### src/rtl/immu_resp.sv
// rtl/immu_resp.sv - instruction-fetch MMU front end: DMW translation, fetch exception flags, one-or-two-word ibus read sequencer
module immu_resp (
    input  logic        clk,
    input  logic        resetn,
    input  logic        mmu_i_req,
    input  logic [31:0] mmu_i_addr,
    output logic        mmu_i_addr_ok,
    output logic        mmu_i_double,
    output logic        mmu_i_data_ok,
    output logic [63:0] mmu_i_rdata,
    output logic        mmu_i_tlbr,
    output logic        mmu_i_pif,
    output logic        mmu_i_ppi,
    input  logic        csr_da,
    input  logic        csr_pg,
    input  logic [1:0]  csr_plv,
    input  logic [31:0] csr_dmw0,
    input  logic [31:0] csr_dmw1,
    output logic        ibus_req,
    output logic [31:0] ibus_addr,
    input  logic        ibus_addr_ok,
    input  logic        ibus_data_ok,
    input  logic [31:0] ibus_rdata
);

    typedef enum logic [2:0] {S_IDLE, S_A0, S_D0, S_A1, S_D1, S_RESP} state_t;

    state_t      state_q, state_d;
    logic [31:0] pa_q, pa_d;
    logic        double_q, double_d;
    logic [63:0] rdata_q, rdata_d;

    logic        paged, hit0, hit1, use0, use1, accept;
    logic [3:0]  plv_en0, plv_en1;
    logic [31:0] pa;
    logic        unused_csr;

    // Anything other than direct mode is treated as paged; only the DMW windows map.
    assign paged   = !csr_da;
    assign plv_en0 = csr_dmw0[3:0];
    assign plv_en1 = csr_dmw1[3:0];
    assign hit0    = (csr_dmw0[31:29] == mmu_i_addr[31:29]);
    assign hit1    = (csr_dmw1[31:29] == mmu_i_addr[31:29]);
    assign use0    = hit0 && plv_en0[csr_plv];
    assign use1    = hit1 && plv_en1[csr_plv];

    assign mmu_i_tlbr = paged && !hit0 && !hit1;
    assign mmu_i_ppi  = paged && (hit0 || hit1) && !use0 && !use1;
    assign mmu_i_pif  = 1'b0;

    assign pa = !paged ? mmu_i_addr :
                use0   ? {csr_dmw0[27:25], mmu_i_addr[28:0]} :
                use1   ? {csr_dmw1[27:25], mmu_i_addr[28:0]} :
                         mmu_i_addr;

    assign unused_csr = ^{csr_pg, csr_dmw0[28], csr_dmw0[24:4], csr_dmw1[28], csr_dmw1[24:4]};

    assign mmu_i_double  = !mmu_i_addr[2];
    assign mmu_i_addr_ok = ((state_q == S_IDLE) || (state_q == S_RESP)) &&
                           !(mmu_i_tlbr || mmu_i_ppi || mmu_i_pif);
    assign accept        = mmu_i_req && mmu_i_addr_ok;
    assign mmu_i_rdata   = rdata_q;

    always_comb begin
        state_d       = state_q;
        pa_d          = pa_q;
        double_d      = double_q;
        rdata_d       = rdata_q;
        ibus_req      = 1'b0;
        ibus_addr     = 32'h0;
        mmu_i_data_ok = 1'b0;
        case (state_q)
            S_IDLE: state_d = S_IDLE;
            S_A0: begin
                ibus_req  = 1'b1;
                ibus_addr = pa_q;
                if (ibus_addr_ok) state_d = S_D0;
            end
            S_D0: begin
                if (ibus_data_ok) begin
                    rdata_d[31:0] = ibus_rdata;
                    state_d       = double_q ? S_A1 : S_RESP;
                end
            end
            S_A1: begin
                ibus_req  = 1'b1;
                ibus_addr = pa_q + 32'd4;
                if (ibus_addr_ok) state_d = S_D1;
            end
            S_D1: begin
                if (ibus_data_ok) begin
                    rdata_d[63:32] = ibus_rdata;
                    state_d        = S_RESP;
                end
            end
            S_RESP: begin
                mmu_i_data_ok = 1'b1;
                state_d       = S_IDLE;
            end
            default: state_d = S_IDLE;
        endcase
        // accept is only possible in IDLE/RESP, so this overrides their next state
        if (accept) begin
            state_d  = S_A0;
            pa_d     = pa;
            double_d = !mmu_i_addr[2];
            if (mmu_i_addr[2]) rdata_d[63:32] = 32'h0;
        end
    end

    always_ff @(posedge clk or negedge resetn) begin
        if (!resetn) begin
            state_q  <= S_IDLE;
            pa_q     <= 32'h0;
            double_q <= 1'b0;
            rdata_q  <= 64'h0;
        end else begin
            state_q  <= state_d;
            pa_q     <= pa_d;
            double_q <= double_d;
            rdata_q  <= rdata_d;
        end
    end

endmodule

### config.mk
export PLATFORM = sky130hd
export DESIGN_NAME = immu_resp
export DESIGN_NICKNAME = d
export VERILOG_FILES = /design/src/rtl/immu_resp.sv
export SDC_FILE = /design/constraint.sdc
export NUM_CORES = 1
export LEC_CHECK = 0
export ABC_AREA = 1
export BUFFER_PORTS_ARGS = -buffer_cell sky130_fd_sc_hd__buf_2
export CAP_MARGIN = 20
export CORE_ASPECT_RATIO = 0.75
export CORE_MARGIN = 2
export CORE_UTILIZATION = 49
export CTS_CLUSTER_SIZE = 14
export DETAILED_ROUTE_END_ITERATION = 8
export PLACE_DENSITY = 0.79
export SKIP_CTS_REPAIR_TIMING = 1
export SYNTH_ARGS = -nofsm -noshare
export SYNTH_HDL_FRONTEND = slang
export SYNTH_SLANG_ARGS = --single-unit
### constraint.sdc
create_clock -name clk -period 2.65 [get_ports clk]
set_clock_uncertainty 0.2 [all_clocks]
set_input_delay 0.53 -clock clk [delete_from_list [all_inputs] [get_ports clk]]
set_output_delay 0.53 -clock clk [all_outputs]
set_load 0.05 [all_outputs]
Word level (Yosys, flattened, before mapping)
Index checks and enable logic that the tools add are counted.
- memories: 0
- latch bits: 0
- memory bits (writable): 0
- word-level logic and storage cells: 62
- memory bits (read-only): 0
- input port bits: 137
- output and inout port bits: 103
- flip-flop bits (word level): 100
- add/subtract/negate cells: 1
- mux-type cells: 21
- bitwise logic cells: 0
- $lt $le $gt $ge: 1
- divide/modulo/power cells: 0
- reduce and logical (&&, ||, !) cells: 23
- shift operators: 0
- equality and inequality tests: 11
- multipliers: 0
- operators with widths (operator ; count):
    2-to-1 mux 32 bit ; 7
    case mux 32 bit (2 select lines) ; 1
    adder 32 x 3 -> 32 bit (second input constant) ; 1
    2-to-1 mux 3 bit ; 6
    inequality test 3 bit (second input constant) ; 4
    case mux 3 bit (4 select lines) ; 1
    logical AND 1 bit ; 9
    logical NOT 1 bit ; 7
    equality test 3 x 2 -> 1 bit (second input constant) ; 2
    equality test 3 bit ; 2
    equality test 3 bit (second input constant) ; 2
    binary-select mux 1 bit (select 2 bit) ; 2
    2-to-1 mux 1 bit ; 4
    AND reduction 4 bit ; 1
    equality test 3 x 1 -> 1 bit (second input constant) ; 1
    logical NOT 3 bit ; 1
    logical OR 1 bit ; 3
    less-than comparator 2 x 3 -> 1 bit (second input constant) ; 1
    AND reduction 2 bit ; 1
    OR reduction 2 bit ; 1

Logic depth before layout (Yosys ltp)
- word-level depth: 12
- gate-level depth with buffers: 14

Worst setup path before layout
No wires, ideal clock.
- path type: register to output
- start: register state_q[2]
- end: output port ibus_addr[4]
- cell stages (with the launch flop): 5
- data required time: 1.920 ns
- path slack: -0.814 ns
- data arrival time: 2.734 ns
- buffers on the path: 1
- path through: dfrtp_1 > clkbuf_1 > nor2_1 > inv_1 > nor3b_1
- longest elaborated chain between the ends: 2
- ends and longest elaborated chain (what ; RTL line ; source):
    from (decl) ; 28 ; state_t state_q, state_d;
    from (signal assigned) ; 118 ; state_q <= state_d;
    equality test 3 x 2 -> 1 bit or equality test 3 x 1 -> 1 bit (tied branches) ; 72 ; case (state_q)
    case mux 32 bit (2 select lines) (*) ; 72 ;
    to (decl) ; 20 ; output logic [31:0] ibus_addr,
Every way passes the cells marked *; elsewhere a longest branch is shown, timed or not.

Worst setup path in the final report
- start: register pa_q[7]
- end: output port ibus_addr[29]
- longest elaborated chain between the ends: 2
- ends and longest elaborated chain (what ; RTL line ; source):
    from (decl) ; 29 ; logic [31:0] pa_q, pa_d;
    from (signal assigned) ; 119 ; pa_q <= pa_d;
    adder 32 x 3 -> 32 bit ; 87 ; ibus_addr = pa_q + 32'd4;
    case mux 32 bit (2 select lines) ; 72 ;
Every way passes these cells.

==> impl_metrics.csv <==
group,metric,value,unit
layout,seq_area,2520,um2
setup_path,path_cells,"nand2_1 -> nor2_2 -> nand2_2 -> nor2_4 -> nand2_4 -> nor2_4 -> nand3_2 -> o21ai_2 -> nor2_1 -> buf_6",
setup_path,setup.worst_path.start_class,"register",
yosys,parity_gate_share_of_the_synthesized_area_counting_xor_and_xnor_cells,1.05,%
floorplanning,floorplan.initialDensity,49.8,%
routing,post-route-drc-count,0,
grt,initial_antenna_violation_count,0,
setup_path,critPathRequiredTime,1920,ps
layout,final.fill_count,924,
yosys,syn_avg_cell_area,8.40,um2
cts,htree_levels,3,
yosys,synth_top_cell_by_area,"sky130_fd_sc_hd__dfrtp_1",
pwr,p_sw_share,51.2,%
grt,wire_length_of_the_first_global_routing_pass,22700,um
timing,setup_repair_after_global_routing_missed_its_margin,"true",
setup_path,critPathKind,"reg2out",
setup_path,crit_fanout,5,
setup_path,cpMostUsedCell,"sky130_fd_sc_hd__nor2_4",
yosys,dominant_combinational_cell_family_by_area_after_synthesis,"simple AND/OR/NAND/NOR gates",
floorplanning,fp.dieH,97.7,um
place,io_buffer_count,193,
yosys,yosys.area_share.simple,27.2,%
floorplanning,fp-row-count,34,
routing,finalWirelength,15000,um
timing,timing.max_slew.rel_slack,61.8,%
pwr,power_switching,5.00,mW
timing,clock.fmax,358,MHz
floorplanning,coreArea,11500,um2
outcome,failed_checks,"hold timing, setup timing",
pwr,vdd.ir_drop.worst,897,uV
yosys,synthArstFlopShare,100,%
routing,via_count,5276,
floorplanning,floorplan_die_area,12600,um2
timing,final_period_minus_worst_setup_slack,2800,ps
floorplanning,top_level_ports,240,
place,routabilityCongestion,0.903,
setup_path,cp-end-kind,"primary output",
routing,routedWlPerCell,13.9,um
grt,grt_start_max_net_pins,44,
outcome,run_status,"complete, but fails checks",
cts,clock-root-buffer,"sky130_fd_sc_hd__clkbuf_16",
layout,nNetsFinal,1050,
pwr,totalPowerFinal,9.77,mW
layout,antenna_cells_inserted,0,
timing,final.period_utilization,106,%
pwr,p_comb_share,57.4,%
pwr,internal,4.77,mW
floorplanning,die_w,129,um
timing,worst_pin_slew,573,ps
cts,cts_sinks,100,
pwr,sequentialPowerShare,28.6,%
yosys,synth_mux_area_share,12.6,%
layout,flow.area_growth_from_synthesis,37.8,%
routing,drtAntennaViolNets,0,
yosys,synth_nets,821,
cts,ctsLongestPathBuffers,2,
yosys,yosys_most_used_dff,"sky130_fd_sc_hd__dfrtp_1",
min_path,hold_path_class,"in2async",
routing,drt-vias-per-instance,4.89,
timing,final_report_hold_violation_count,18,
yosys,synth_common_cells,"sky130_fd_sc_hd__nand2_1 (165), sky130_fd_sc_hd__dfrtp_1 (100), sky130_fd_sc_hd__inv_1 (91), sky130_fd_sc_hd__nor2_1 (60), sky130_fd_sc_hd__mux2_2 (48)",
yosys,synth-edff-count,0,
yosys,synth-seq-cells,100,
setup_path,crit_arrival,2070,ps
yosys,synth.most_common_cell,"sky130_fd_sc_hd__nand2_1",
pwr,clkPwrFrac,14.1,%
run,maxCapViolCount,0,
yosys,yosysTopAreaCellShare,43.6,%
setup_path,critical_path.top_delay_family,"simple AND/OR/NAND/NOR gates",
setup_path,critical_path.n_buffers_inverters,1,
grt,track_usage,22.4,%
yosys,count_of_distinct_cell_types_in_the_synthesized_netlist,42,
yosys,cells_taking_the_most_area_after_synthesis,"sky130_fd_sc_hd__dfrtp_1 (44%), sky130_fd_sc_hd__nand2_1 (11%), sky130_fd_sc_hd__mux2_2 (9.4%)",
pwr,leakage,4.07,nW
timing,finalWorstSetupSlack,-147,ps
yosys,synth-compound-area-share,5.43,%
routing,drt_iter0_markers,280,
setup_path,cpMaxStageDelayCell,"sky130_fd_sc_hd__dfrtp_1",
cts,insertion_delay,330,ps
yosys,count_of_synthesis_stage_warnings_from_yosys,0,
pwr,pwr_density_cell,1240,nW/um2
yosys,syn_inst,683,
yosys,synth_area,5740,um2
cts,cts_tree,"yes",
layout,multiInputGateArea,2950,um2
yosys,synthAdderAreaFrac,0.218,%
timing,finalSetupViolations,13,
grt,global_route.overflow_total,0,
place,post-place-ws,15.6,ps
timing,final-max-slew-violation-count,0,
place,dp_hpwl,10700,um
routing,drt_first_pass_iters,5,
cts,clk_pin_slew_worst_paths,70,ps
yosys,synth.yosys.seq_area_share,43.6,%
grt,first_global_vias,4690,
setup_path,critical-path-max-stage-delay,460,ps
layout,drive_above_1_share,47.8,%
timing,fin_worst_hold_slack,-20.0,ps
cts,numCtsBuffers,9,
## routing by layer
| layer | wire (um) | track usage (%) | share of wire (%) |
|---|---|---|---|
| met1 | 6720 | 33.0 | 45 |
| met2 | 6930 | 33.7 | 46 |
| met3 | 1180 | 5.26 | 7.9 |
| met4 | 134 | 4.77 | 0.90 |
| met5 | 0 | 0 | 0 |
## layout by cell type, fill, tap and decap left out, drive strengths merged
cell / instances
nor2: 69
a21oi: 15
dfrtp: 100
nor3: 12
a22oi: 5
conb: 1
mux2: 64
or2: 1
ha: 1
clkinvlp: 3
nand3: 31
o31ai: 1
o21bai: 1
bufinv: 1
nand4: 9
nand2: 208
clkbuf: 16
nor4: 3
inv: 98
xnor2: 1
nor3b: 1
nand3b: 1
o21ai: 25
o211ai: 3
o22ai: 2
xor2: 5
a31oi: 3
buf: 233
clkinv: 4
## through the flow
step / setup TNS [ps] / cells / utilization [%] / area, um2
6_report: -1000 / 1079 / 68.6 / 7910
4_1_cts: -3880 / 1056 / 63.7 / 7350
5_1_grt: -2530 / 1079 / 68.6 / 7910
3_5_place_dp: 0 / 1040 / 61.0 / 7030
3_3_place_gp: 0 / 1040 / 61.0 / 7030
2_1_floorplan: -1910 / 683 / - / 5790
## worst register-to-register path, delay by kind of cell, from the launching register on
kind	cells	cell delay [ps]
flip-flops	1	450
buffers and inverters	4	710
AO/OA/AOI/OAI	1	150
AND/OR/NAND/NOR	5	620
## final cells by class
class / instances / share of cell area (%)
Clock buffer: 9 / 2.85
Sequential cell: 100 / 31.8
Clock inverter: 7 / 1.19
Multi-Input combinational cell: 462 / 37.3
Timing Repair Buffer: 240 / 19.4
Tap cell: 162 / 2.56
Inverter: 99 / 4.84
## power groups by stage
stage / Combinational [mW] / Clock (mW) / Sequential, mW
floorplan: 2.35 / 0 / 4.24
global placement: 5.03 / 0 / 2.72
detailed placement: 5.10 / 0 / 2.76
CTS: 5.11 / 1.41 / 2.74
global route: 5.96 / 1.48 / 2.88
finish: 5.60 / 1.38 / 2.79
## state kept, by name, summed over array words and instances, names as in the netlist
name	flops
state_q	3
pa_q	32
mmu_i_rdata	64
double_q	1
## path summary, 6_finish.rpt
| path | from | to | slack, ps | cells past startpoint |
|---|---|---|---|---|
| max | pa_q[7]$_DFFE_PN0P_ | ibus_addr[29] | -150 | 10 |
| min | resetn | pa_q[7]$_DFFE_PN0P_ | -20 | 1 |
| max reg2reg | state_q[1]$_DFFE_PN0P_ | pa_q[23]$_DFFE_PN0P_ | 470 | 10 |
| min reg2reg | mmu_i_rdata[25]$_DFFE_PN0P_ | mmu_i_rdata[25]$_DFFE_PN0P_ | 290 | 1 |
| max in group asynchronous | resetn | state_q[2]$_DFFE_PN0P_ | 1640 | 2 |
| min in group clk | mmu_i_addr[17] | pa_q[17]$_DFFE_PN0P_ | 190 | 3 |
## cells by family after synthesis
family / Yosys count
DFF: 100
other: 1
xor gates and xnor gates: 6
AOI/OAI and AO/OA: 55
buffers and inverters: 121
and+or+nand+nor: 335
adders and majority gates: 1
muxes: 64
(Power assumes the default switching activity.)
